==> src/rtl/mem_bus_arbiter.sv <==
// Fetch/LSU arbiter for one shared memory bus, with an in-order owner-tag FIFO.
// Define ARB_ROUND_ROBIN_EN for round-robin grants; otherwise data beats fetch.
module mem_bus_arbiter #(
   parameter int ADDR_W          = 32,
   parameter int DATA_W          = 32,
   parameter int MAX_OUTSTANDING = 2
) (
   input  logic                clk_i,
   input  logic                rst_i,
   input  logic                i_req_valid_i,
   output logic                i_req_ready_o,
   input  logic [ADDR_W-1:0]   i_req_addr_i,
   output logic                i_rsp_valid_o,
   input  logic                i_rsp_ready_i,
   output logic [DATA_W-1:0]   i_rsp_rdata_o,
   input  logic                i_flush_i,
   input  logic                d_req_valid_i,
   output logic                d_req_ready_o,
   input  logic [ADDR_W-1:0]   d_req_addr_i,
   input  logic [DATA_W-1:0]   d_req_wdata_i,
   input  logic [DATA_W/8-1:0] d_req_be_i,
   input  logic                d_req_we_i,
   output logic                d_rsp_valid_o,
   input  logic                d_rsp_ready_i,
   output logic [DATA_W-1:0]   d_rsp_rdata_o,
   output logic                mem_req_valid_o,
   input  logic                mem_req_ready_i,
   output logic [ADDR_W-1:0]   mem_addr_o,
   output logic [DATA_W-1:0]   mem_wdata_o,
   output logic [DATA_W/8-1:0] mem_be_o,
   output logic                mem_we_o,
   input  logic                mem_rsp_valid_i,
   output logic                mem_rsp_ready_o,
   input  logic [DATA_W-1:0]   mem_rdata_i
);

   localparam int PTR_W = (MAX_OUTSTANDING > 1) ? $clog2(MAX_OUTSTANDING) : 1;
   localparam int CNT_W = $clog2(MAX_OUTSTANDING + 1);
   localparam logic [CNT_W-1:0] MAX_CNT  = CNT_W'(MAX_OUTSTANDING);
   localparam logic [PTR_W-1:0] LAST_PTR = PTR_W'(MAX_OUTSTANDING - 1);

   typedef enum logic [1:0] {
      IDLE,
      LOCK_I,
      LOCK_D
   } state_t;

   state_t state_q;
   state_t state_d;

   // tag 1 = data owner, 0 = fetch owner
   logic [MAX_OUTSTANDING-1:0] tag_q;
   logic [MAX_OUTSTANDING-1:0] disc_q;
   logic [PTR_W-1:0]           wr_ptr_q;
   logic [PTR_W-1:0]           rd_ptr_q;
   logic [CNT_W-1:0]           count_q;

   logic room;
   logic empty;
   logic grant_any;
   logic grant_d;
   logic issue;
   logic accept;
   logic pop;
   logic head_d;
   logic head_disc;
   logic prefer_d;

`ifdef ARB_ROUND_ROBIN_EN
   logic rr_favour_d_q;

   assign prefer_d = rr_favour_d_q;
`else
   assign prefer_d = 1'b1;
`endif

   assign room  = count_q < MAX_CNT;
   assign empty = count_q == '0;

   function automatic logic [PTR_W-1:0] ptr_next(input logic [PTR_W-1:0] p);
      return (p == LAST_PTR) ? '0 : p + 1'b1;
   endfunction

   // Winner selection; a locked owner keeps the bus until its beat is taken
   always_comb begin
      state_d   = state_q;
      grant_any = 1'b0;
      grant_d   = 1'b0;
      unique case (state_q)
         IDLE: begin
            if (d_req_valid_i && i_req_valid_i) begin
               grant_any = 1'b1;
               grant_d   = prefer_d;
            end else if (d_req_valid_i) begin
               grant_any = 1'b1;
               grant_d   = 1'b1;
            end else if (i_req_valid_i) begin
               grant_any = 1'b1;
            end
         end
         LOCK_I: begin
            grant_any = i_req_valid_i;
         end
         LOCK_D: begin
            grant_any = d_req_valid_i;
            grant_d   = 1'b1;
         end
         default: begin
            grant_any = 1'b0;
         end
      endcase
      issue  = grant_any && room && !rst_i;
      accept = issue && mem_req_ready_i;
      if (issue && !mem_req_ready_i) begin
         state_d = grant_d ? LOCK_D : LOCK_I;
      end else if (accept || !grant_any) begin
         state_d = IDLE;
      end
   end

   assign mem_req_valid_o = issue;
   assign mem_addr_o      = grant_d ? d_req_addr_i : i_req_addr_i;
   assign mem_wdata_o     = grant_d ? d_req_wdata_i : '0;
   assign mem_be_o        = grant_d ? d_req_be_i : '1;
   assign mem_we_o        = grant_d && d_req_we_i;
   assign i_req_ready_o   = accept && !grant_d;
   assign d_req_ready_o   = accept && grant_d;

   assign head_d    = tag_q[rd_ptr_q];
   // a flush in the same cycle already discards the fetch at the head
   assign head_disc = disc_q[rd_ptr_q] || (i_flush_i && !head_d);

   always_comb begin
      i_rsp_valid_o   = 1'b0;
      d_rsp_valid_o   = 1'b0;
      mem_rsp_ready_o = 1'b0;
      if (!empty && !rst_i) begin
         if (head_d) begin
            d_rsp_valid_o   = mem_rsp_valid_i;
            mem_rsp_ready_o = d_rsp_ready_i;
         end else if (head_disc) begin
            mem_rsp_ready_o = 1'b1;
         end else begin
            i_rsp_valid_o   = mem_rsp_valid_i;
            mem_rsp_ready_o = i_rsp_ready_i;
         end
      end
   end

   assign pop           = mem_rsp_valid_i && mem_rsp_ready_o;
   assign i_rsp_rdata_o = mem_rdata_i;
   assign d_rsp_rdata_o = mem_rdata_i;

   always_ff @(posedge clk_i) begin
      if (rst_i) begin
         state_q  <= IDLE;
         tag_q    <= '0;
         disc_q   <= '0;
         wr_ptr_q <= '0;
         rd_ptr_q <= '0;
         count_q  <= '0;
      end else begin
         state_q <= state_d;
         for (int k = 0; k < MAX_OUTSTANDING; k++) begin
            if (i_flush_i && !tag_q[k]) begin
               disc_q[k] <= 1'b1;
            end
         end
         if (accept) begin
            tag_q[wr_ptr_q]  <= grant_d;
            disc_q[wr_ptr_q] <= !grant_d && i_flush_i;
            wr_ptr_q         <= ptr_next(wr_ptr_q);
         end
         if (pop) begin
            rd_ptr_q <= ptr_next(rd_ptr_q);
         end
         if (accept && !pop) begin
            count_q <= count_q + 1'b1;
         end else if (pop && !accept) begin
            count_q <= count_q - 1'b1;
         end
      end
   end

`ifdef ARB_ROUND_ROBIN_EN
   always_ff @(posedge clk_i) begin
      if (rst_i) begin
         rr_favour_d_q <= 1'b1;
      end else if (accept) begin
         rr_favour_d_q <= !grant_d;
      end
   end
`endif

endmodule
==> config.mk <==
export PLATFORM = sky130hd
export DESIGN_NAME = mem_bus_arbiter
export DESIGN_NICKNAME = d
export VERILOG_FILES = /design/src/rtl/mem_bus_arbiter.sv
export SDC_FILE = /design/constraint.sdc
export NUM_CORES = 1
export LEC_CHECK = 0
export CAP_MARGIN = 20
export CORE_AREA = 2 2 110 112
export CTS_CLUSTER_SIZE = 12
export DETAILED_ROUTE_END_ITERATION = 10
export DIE_AREA = 0 0 112 114
export MAX_ROUTING_LAYER = met4
export SETUP_SLACK_MARGIN = 0.1
export SLEW_MARGIN = 15
export SYNTH_ARGS = -nofsm -noshare
export SYNTH_HDL_FRONTEND = slang
export SYNTH_SLANG_ARGS = --single-unit
export TNS_END_PERCENT = 10
==> constraint.sdc <==
create_clock -name clk_i -period 2.1 [get_ports clk_i]
set_input_delay 0.525 -clock clk_i [delete_from_list [all_inputs] [get_ports clk_i]]
set_output_delay 0.525 -clock clk_i [all_outputs]
set_load 0.1 [all_outputs]
### Word level (Yosys, flattened, before mapping)

Index checks and enable logic that the tools add are counted.

* register bits after elaboration: 10
* bits of input ports: 142
* output and inout bits: 139
* word-level logic and storage cells: 87

* add/sub/neg operators: 4
* magnitude comparators: 4
* equal/unequal tests: 2
* multiplexer cells: 38
* reduce and logical (&&, ||, !) cells: 33

Operator list (count)
* 2-to-1 mux 32 bit: 2
* 2-to-1 mux 1 bit: 24
* logical AND 1 bit: 17
* 2-to-1 mux 2 bit: 6
* zero test 1 bit: 10
* bitwise mux 2 bit: 2
* zero test 2 bit: 2
* < comparator 1 x 2 -> 1 bit, second input constant: 2
* 2-to-1 mux 4 bit: 1
* nonzero test 2 bit: 2
* one-hot mux 1 bit (3 select lines): 1
* adder 1 bit, second input constant: 2
* adder 2 x 1 -> 2 bit, second input constant: 1
* equality test 2 x 1 -> 1 bit, second input constant: 1
* equality test 2 bit, second input constant: 1
* logical OR 1 bit: 2
* < comparator 2 bit, second input constant: 1
* one-hot mux 1 bit (2 select lines): 1
* subtractor 2 x 1 -> 2 bit, second input constant: 1
* demux 1 bit (select 1 bit): 1
* greater-or-equal comparator 1 bit, second input constant: 1

### Longest topological paths before layout

Gate-level depths: netlist of the first run.

* depth in word-level cells: 12
* mapped depth: 9
* mapped depth without buffers: 8

### Worst setup path before layout of the first run

Ideal clock, no wire load.

* kind: input-to-output
* start: input rst_i
* end: output mem_rsp_ready_o
* arrival: 3.668 ns
* required time: 1.575 ns
* slack: -2.093 ns
* stages on the path: 2
* path buffers: 1
* cell sequence: buf_1 -> nor4_1

* cells in the longest elaborated chain, start to end: 3

Ends and longest elaborated chain
* from (decl): RTL line 9 `input logic rst_i,`
* zero test 1 bit: RTL line 137 `if (!empty && !rst_i) begin`
* logical AND 1 bit: RTL line 137
* 2-to-1 mux 1 bit: RTL line 137
* to (decl): RTL line 33 `output logic mem_rsp_ready_o,`

No other way between the ends.

### Final worst setup path of the first run

* start: register state_q[0]
* end: output i_req_ready_o

* cells in the longest elaborated chain, start to end: 6
* elaborated cells between the ends (all ways): 10
* those cells by class: eq/ne (2); mux (2); reduce/logical (6)

Ends and longest elaborated chain
* from (decl): RTL line 48 `state_t state_q;`
* from (signal assigned): RTL line 163 `state_q <= state_d;`
* equality test 2 bit (tied with other cells): RTL line 89 `unique case (state_q)`
* one-hot mux 1 bit (3 select lines): RTL line 89
* logical AND 1 bit (2 in a row): RTL line 112 `issue = grant_any && room && !rst_i;`
* logical AND 1 bit: RTL line 113 `accept = issue && mem_req_ready_i;`
* logical AND 1 bit (*): RTL line 126 `assign i_req_ready_o = accept && !grant_d;`
* to (decl): RTL line 11 `output logic i_req_ready_o,`

Mark *: on every way between the ends. The rest lies on a longest branch, timed or not.

==> run metrics, run 1 <==
Placed Instance Area=4177 um2; critical path capture point=i_req_ready_o; critical path type=reg2out; clk_skew=1.259 ps; die height=114 um; Peak Freq=451.3 MHz; initial antenna violation count=0; Bufs and invs on worst path=2; Critical-path top delay cell=or3_4; Post-Layout Inst Area=4617 um2; maximum fanout along the worst path=4; Layout Cells excl Fill=500; synthesized cell area=1699 um2; Leak Pwr=1.977 nW; DRC=0; post-synthesis mux area share=22.97%; worst r2r src=state_q[0]; TritonCTS Buffers=3; Yosys top cell by area=buf_4; detailed placement HPWL=6823 um; CP startpoint=state_q[0]; Netlist cell types=33; fin nets=497; Clock Latency Late Sink=240 ps; worst IR drop on VDD=0.0004404 V; number of cell rows=40; share of cells above drive strength 1=49.86%; PD cells=607.1 nW/um2; Synth Area in XOR/XNOR=1.546%; Yosys Warn Count=0; compound-gate portion of the synthesized area=7.143%; Syn-to-layout area delta=171.7%; worst slew pin tran=342.8 ps; delay-heaviest family, CP=simple AND/OR/NAND/NOR gates; max-cap viol count=0; Die W=112 um; cell depth of the worst setup path=6; failing checks=setup timing; Avg Inst Size Synth=8.130 um2; required time of the critical path=1570 ps; commonest cells in the netlist=buf_4 (64), and2_1 (33), mux2_2 (32); Startpoint Class=register; Avg WL per Cell=16.09 um; DR vias/cell=3.836; arrival time worst endpoint=1690 ps; ys async rst share=0%; final worst-path cycle share=105.5%; post-layout min period=2216 ps; crit-path max cell delay=370 ps; worst setup margin=-115.7 ps; CORE AREA=11,710 um2; Clock transition at path regs=40 ps; cell mode on critical path=buf_12; first-pass GRT wire length=11,540 um; most instantiated library cell after synthesis=buf_4; post-synthesis instance total=209; TritonRoute pass-1 iters=4; FF-to-FF End=count_q[1]; number of flops mapped to enable cells by yosys=0; RSZ-0062 raised after global routing=yes; DRT Wirelength=8045 um; Worst slew margin=77.14%; Hold Crit Depth=1; IO Pins=281; Post-Synth Adder-Cell Area=0.7364%; Yosys reg bits=10; Final Setup Violations=57; synth top area cells=buf_4 (28%), mux2_2 (21%), and2_1 (12%); Post-Place Cells=484; clk sink count=10; antenna-violating nets left=0; main combinational cell family by area after synthesis=buffers and inverters; worst hold path type=reg2reg; Synth Area in Simple Gates=23.64%; final hold viol count=0; R2R depth=9; Starting Density=14.51%; CP endpoint kind=output pin; GRT Util Overall=12.09%; ys flop type=dfxtp_1; final slew viol count=0; outcome=finished with violations; crit-path cells=nand2b_4, a21o_1, or3_4, buf_12, nor2_4, buf_12; register area share after synthesis=11.78%; GP Congestion=0.7856; top cell type's share of synthesized area=28.28%; Hold Buf Count CTS=0; die footprint=12,770 um2; vias in the first global route=2,056; Ant. Diodes=0; CTS tree=built; port bufs=184; Vias=1,918; Synth Net Count=352; first-iteration detailed-routing DRC count=27; Final Util=39.42%; total grt overflow=0; FF-to-FF setup slack=-10 ps; H-Tree Depth=1; pin count of the biggest net entering global routing=22; Hold Startpoint=rd_ptr_q; CTS root buf=clkbuf_16; Max clock buf depth=2
metrics by stage:
stage                     setup TNS, ps  total power, mW  hold slack (ps)  setup slack, ps
after floorplan                  -14700            1.995            485.0           -347.5
after global placement           -33190            2.286            516.5           -562.4
after detailed placement         -32900            2.296            530.4           -552.5
after CTS                         -4187            2.801            543.5           -175.5
after global routing              -5771            2.889            528.7           -167.9
final                             -2260            2.803            495.8           -115.7
where the power goes:
part	internal, mW	switching [mW]
Clock	0.287	0.0992
Sequential	0.210	0.0256
Combinational	0.926	1.25
state kept, by name (all words and copies together) (netlist names):
name and flops:
state_q 2, tag_q 2, rd_ptr_q 1, count_q 2
disc_q 2, wr_ptr_q 1
worst reg2reg max path, cell delays in order (launching register included):
cell	delay [ps]
dfxtp_4	360
nand2b_4	140
a21o_1	170
or3_4	370
buf_12	140
buf_4	130
inv_4	60
ha_4	200
or3_1	370
a21oi_1	120
area by class of cell:
class                      instances  area (um2)
fill                            1130        7094
timing repair buffer             214        2922
multi-input combinational        121        1197
sequential                        10       207.7
tap                              147       183.9
clock buffer                       4       88.84
inverter                           4       17.52
how the worst min path moves through the flow:
| stage | to | slack, ps |
|---|---|---|
| final | rd_ptr_q | 500 |
| after global routing | rd_ptr_q | 530 |
| after CTS | rd_ptr_q | 540 |
| after detailed placement | rd_ptr_q | 530 |
| after global placement | rd_ptr_q | 520 |
| after floorplan | rd_ptr_q | 480 |
layer usage:
layer	vias up	global-route usage (%)	part of all wire, %
met5	-	-	0
met4	0	2.846	1.2
met3	9	2.497	6.8
met2	133	24.08	58
met1	857	12.01	34
li1	919	-	-
what timing repair did:
item                       CTS  global route
gates resized for setup     64            11
gates cloned                 2             1
pin swaps                   13             7
buffers inserted             5             4
setup endpoints to repair   77            72
cell families after synthesis:
family                   Yosys count
buffers and inverters             78
AND/OR/NAND/NOR                   68
multiplexers                      35
AO/OA/AOI/OAI                     14
flip-flops                        10
XOR/XNOR                           3
adder cells (fa/ha/maj)            1
placed cells by master (no fill, tap or decap), drive strengths merged:
master	instances
nor4	1
o311ai	1
nor2b	2
dlygate4sd2	7
a21oi	2
a2111oi	2
o211ai	1
nand2b	3
a211oi	2
or3	7
o21ai	3
mux2i	3
and2	33
dlymetal6s2s	2
a21o	1
clkbuf	5
dfxtp	10
ha	1
xor2	2
buf	106
a22oi	1
xnor2	1
o21a	1
clkdlybuf4s50	97
nor2	15
bufbuf	1
nor3b	1
inv	4
mux2	32
nor3	6
No activity file was read; power rests on OpenSTA's default activity.
==> run 2, diff against run 1 <==
SETUP_SLACK_MARGIN = 0.3   (was 0.1)
==> run 2 against run 1 <==
Against the previous run:
- the flow still finishes with violations (setup timing)
- routed wire length increased by 2.3%
- power down 0.20%
- combinational power rose by 2%
- final area grew 1.0%
- clock power shrank 14%
- clock skew rose by 0.51 ps
- critical path type unchanged
- largest cell class unchanged
- highest routed layer unchanged
==> run metrics, run 2 (synthesized netlist as in run 1, its figures left out) <==
Bufs and invs on worst path=1; GP Congestion=0.7605; IO Pins=281; R2R depth=8; maximum fanout along the worst path=3; DR vias/cell=3.805; worst slew pin tran=358.8 ps; CTS root buf=clkbuf_16; PD cells=599.9 nW/um2; Clock transition at path regs=40 ps; vias in the first global route=2,034; detailed placement HPWL=6459 um; TritonCTS Buffers=3; Syn-to-layout area delta=174.4%; Die W=112 um; first-pass GRT wire length=11,340 um; Final Util=39.82%; FF-to-FF End=count_q[1]; DRT Wirelength=8229 um; Critical-path top delay cell=or3_4; clk sink count=10; port bufs=184; H-Tree Depth=1; Worst slew margin=75.83%; Placed Instance Area=4202 um2; first-iteration detailed-routing DRC count=40; worst setup margin=-59.44 ps; antenna-violating nets left=0; TritonRoute pass-1 iters=4; outcome=finished with violations; critical path type=reg2out; final hold viol count=0; clk_skew=1.768 ps; share of cells above drive strength 1=55.77%; Startpoint Class=register; worst hold path type=reg2reg; Ant. Diodes=0; final slew viol count=0; Max clock buf depth=2; FF-to-FF setup slack=60 ps; total grt overflow=0; CORE AREA=11,710 um2; Avg WL per Cell=16.39 um; critical path capture point=d_req_ready_o; required time of the critical path=1570 ps; fin nets=500; GRT Util Overall=11.69%; Vias=1,910; setup TNS=-1244 ps; final worst-path cycle share=102.8%; max-cap viol count=0; Starting Density=14.51%; die height=114 um; CP endpoint kind=output pin; die footprint=12,770 um2; worst IR drop on VDD=0.0003315 V; Post-Layout Inst Area=4663 um2; CTS tree=built; post-layout min period=2159 ps; cell depth of the worst setup path=5; initial antenna violation count=0; Peak Freq=463.1 MHz; pin count of the biggest net entering global routing=16; failing checks=setup timing; worst r2r src=state_q[1]; crit-path max cell delay=370 ps; arrival time worst endpoint=1630 ps; RSZ-0062 raised after global routing=yes; crit-path cells=nand2b_4, a21o_1, or3_4, nor3_4, buf_12; Clock Latency Late Sink=240 ps; delay-heaviest family, CP=simple AND/OR/NAND/NOR gates; fillers=1,140; CP startpoint=state_q[1]; Final Setup Violations=35; most frequent cells in the layout=clkdlybuf4s50_1 (101), buf_12 (77), and2_4 (26), buf_4 (22), mux2_4 (21); most common cell after layout, fill and taps aside=clkdlybuf4s50_1; Leak Pwr=1.968 nW; number of cell rows=40; DRC=0
run 2: report_power, final:
| group | internal [mW] | switching (mW) |
|---|---|---|
| logic | 0.955 | 1.27 |
| registers | 0.213 | 0.0284 |
| clock network | 0.246 | 0.0842 |
| total | 1.41 | 1.38 |
run 2: layout make-up:
class / instances / area [um2] / area share, %
timing repair buffer: 217 / 2975 / 63.80
tap: 147 / 183.9 / 3.944
clock buffer: 3 / 75.07 / 1.610
sequential: 10 / 206.4 / 4.427
inverter: 4 / 15.01 / 0.3220
multi-input combinational: 121 / 1207 / 25.89
run 2: routing by layer:
| metal | share of wire (%) | track usage [%] |
|---|---|---|
| met5 | 0 | - |
| met4 | 0.74 | 1.951 |
| met3 | 8.1 | 3.507 |
| met2 | 52 | 20.73 |
| met1 | 39 | 13.30 |
run 2: worst min path at each step:
stage | startpoint | endpoint | slack [ps] | cells past startpoint
2_1_floorplan | rd_ptr_q | rd_ptr_q | 480 | 1
3_3_place_gp | rd_ptr_q | rd_ptr_q | 510 | 1
3_5_place_dp | rd_ptr_q | rd_ptr_q | 520 | 1
4_1_cts | rd_ptr_q | rd_ptr_q | 540 | 1
5_1_grt | rd_ptr_q | rd_ptr_q | 530 | 1
6_report | rd_ptr_q | rd_ptr_q | 510 | 1
run 2: repair_timing:
item                                   in CTS  in global routing
resized for setup                          39                 46
gates cloned                                2                  3
buffers inserted                            6                  1
hold buffers                                0                  0
setup endpoints to repair                  82                 77
pin swaps                                   8                 10
endpoints found under the hold margin       0                  0
run 2: stage by stage:
step / hold WS [ps] / instances / setup WS (ps) / total power, mW
2_1_floorplan: 485.0 / 209 / -347.5 / 1.997
3_3_place_gp: 513.8 / 487 / -519.8 / 2.283
5_1_grt: 534.5 / 502 / -128.7 / 2.876
3_5_place_dp: 519.8 / 487 / -525.3 / 2.298
6_report: 508.6 / 502 / -59.44 / 2.798
4_1_cts: 540.9 / 498 / -136.5 / 2.720
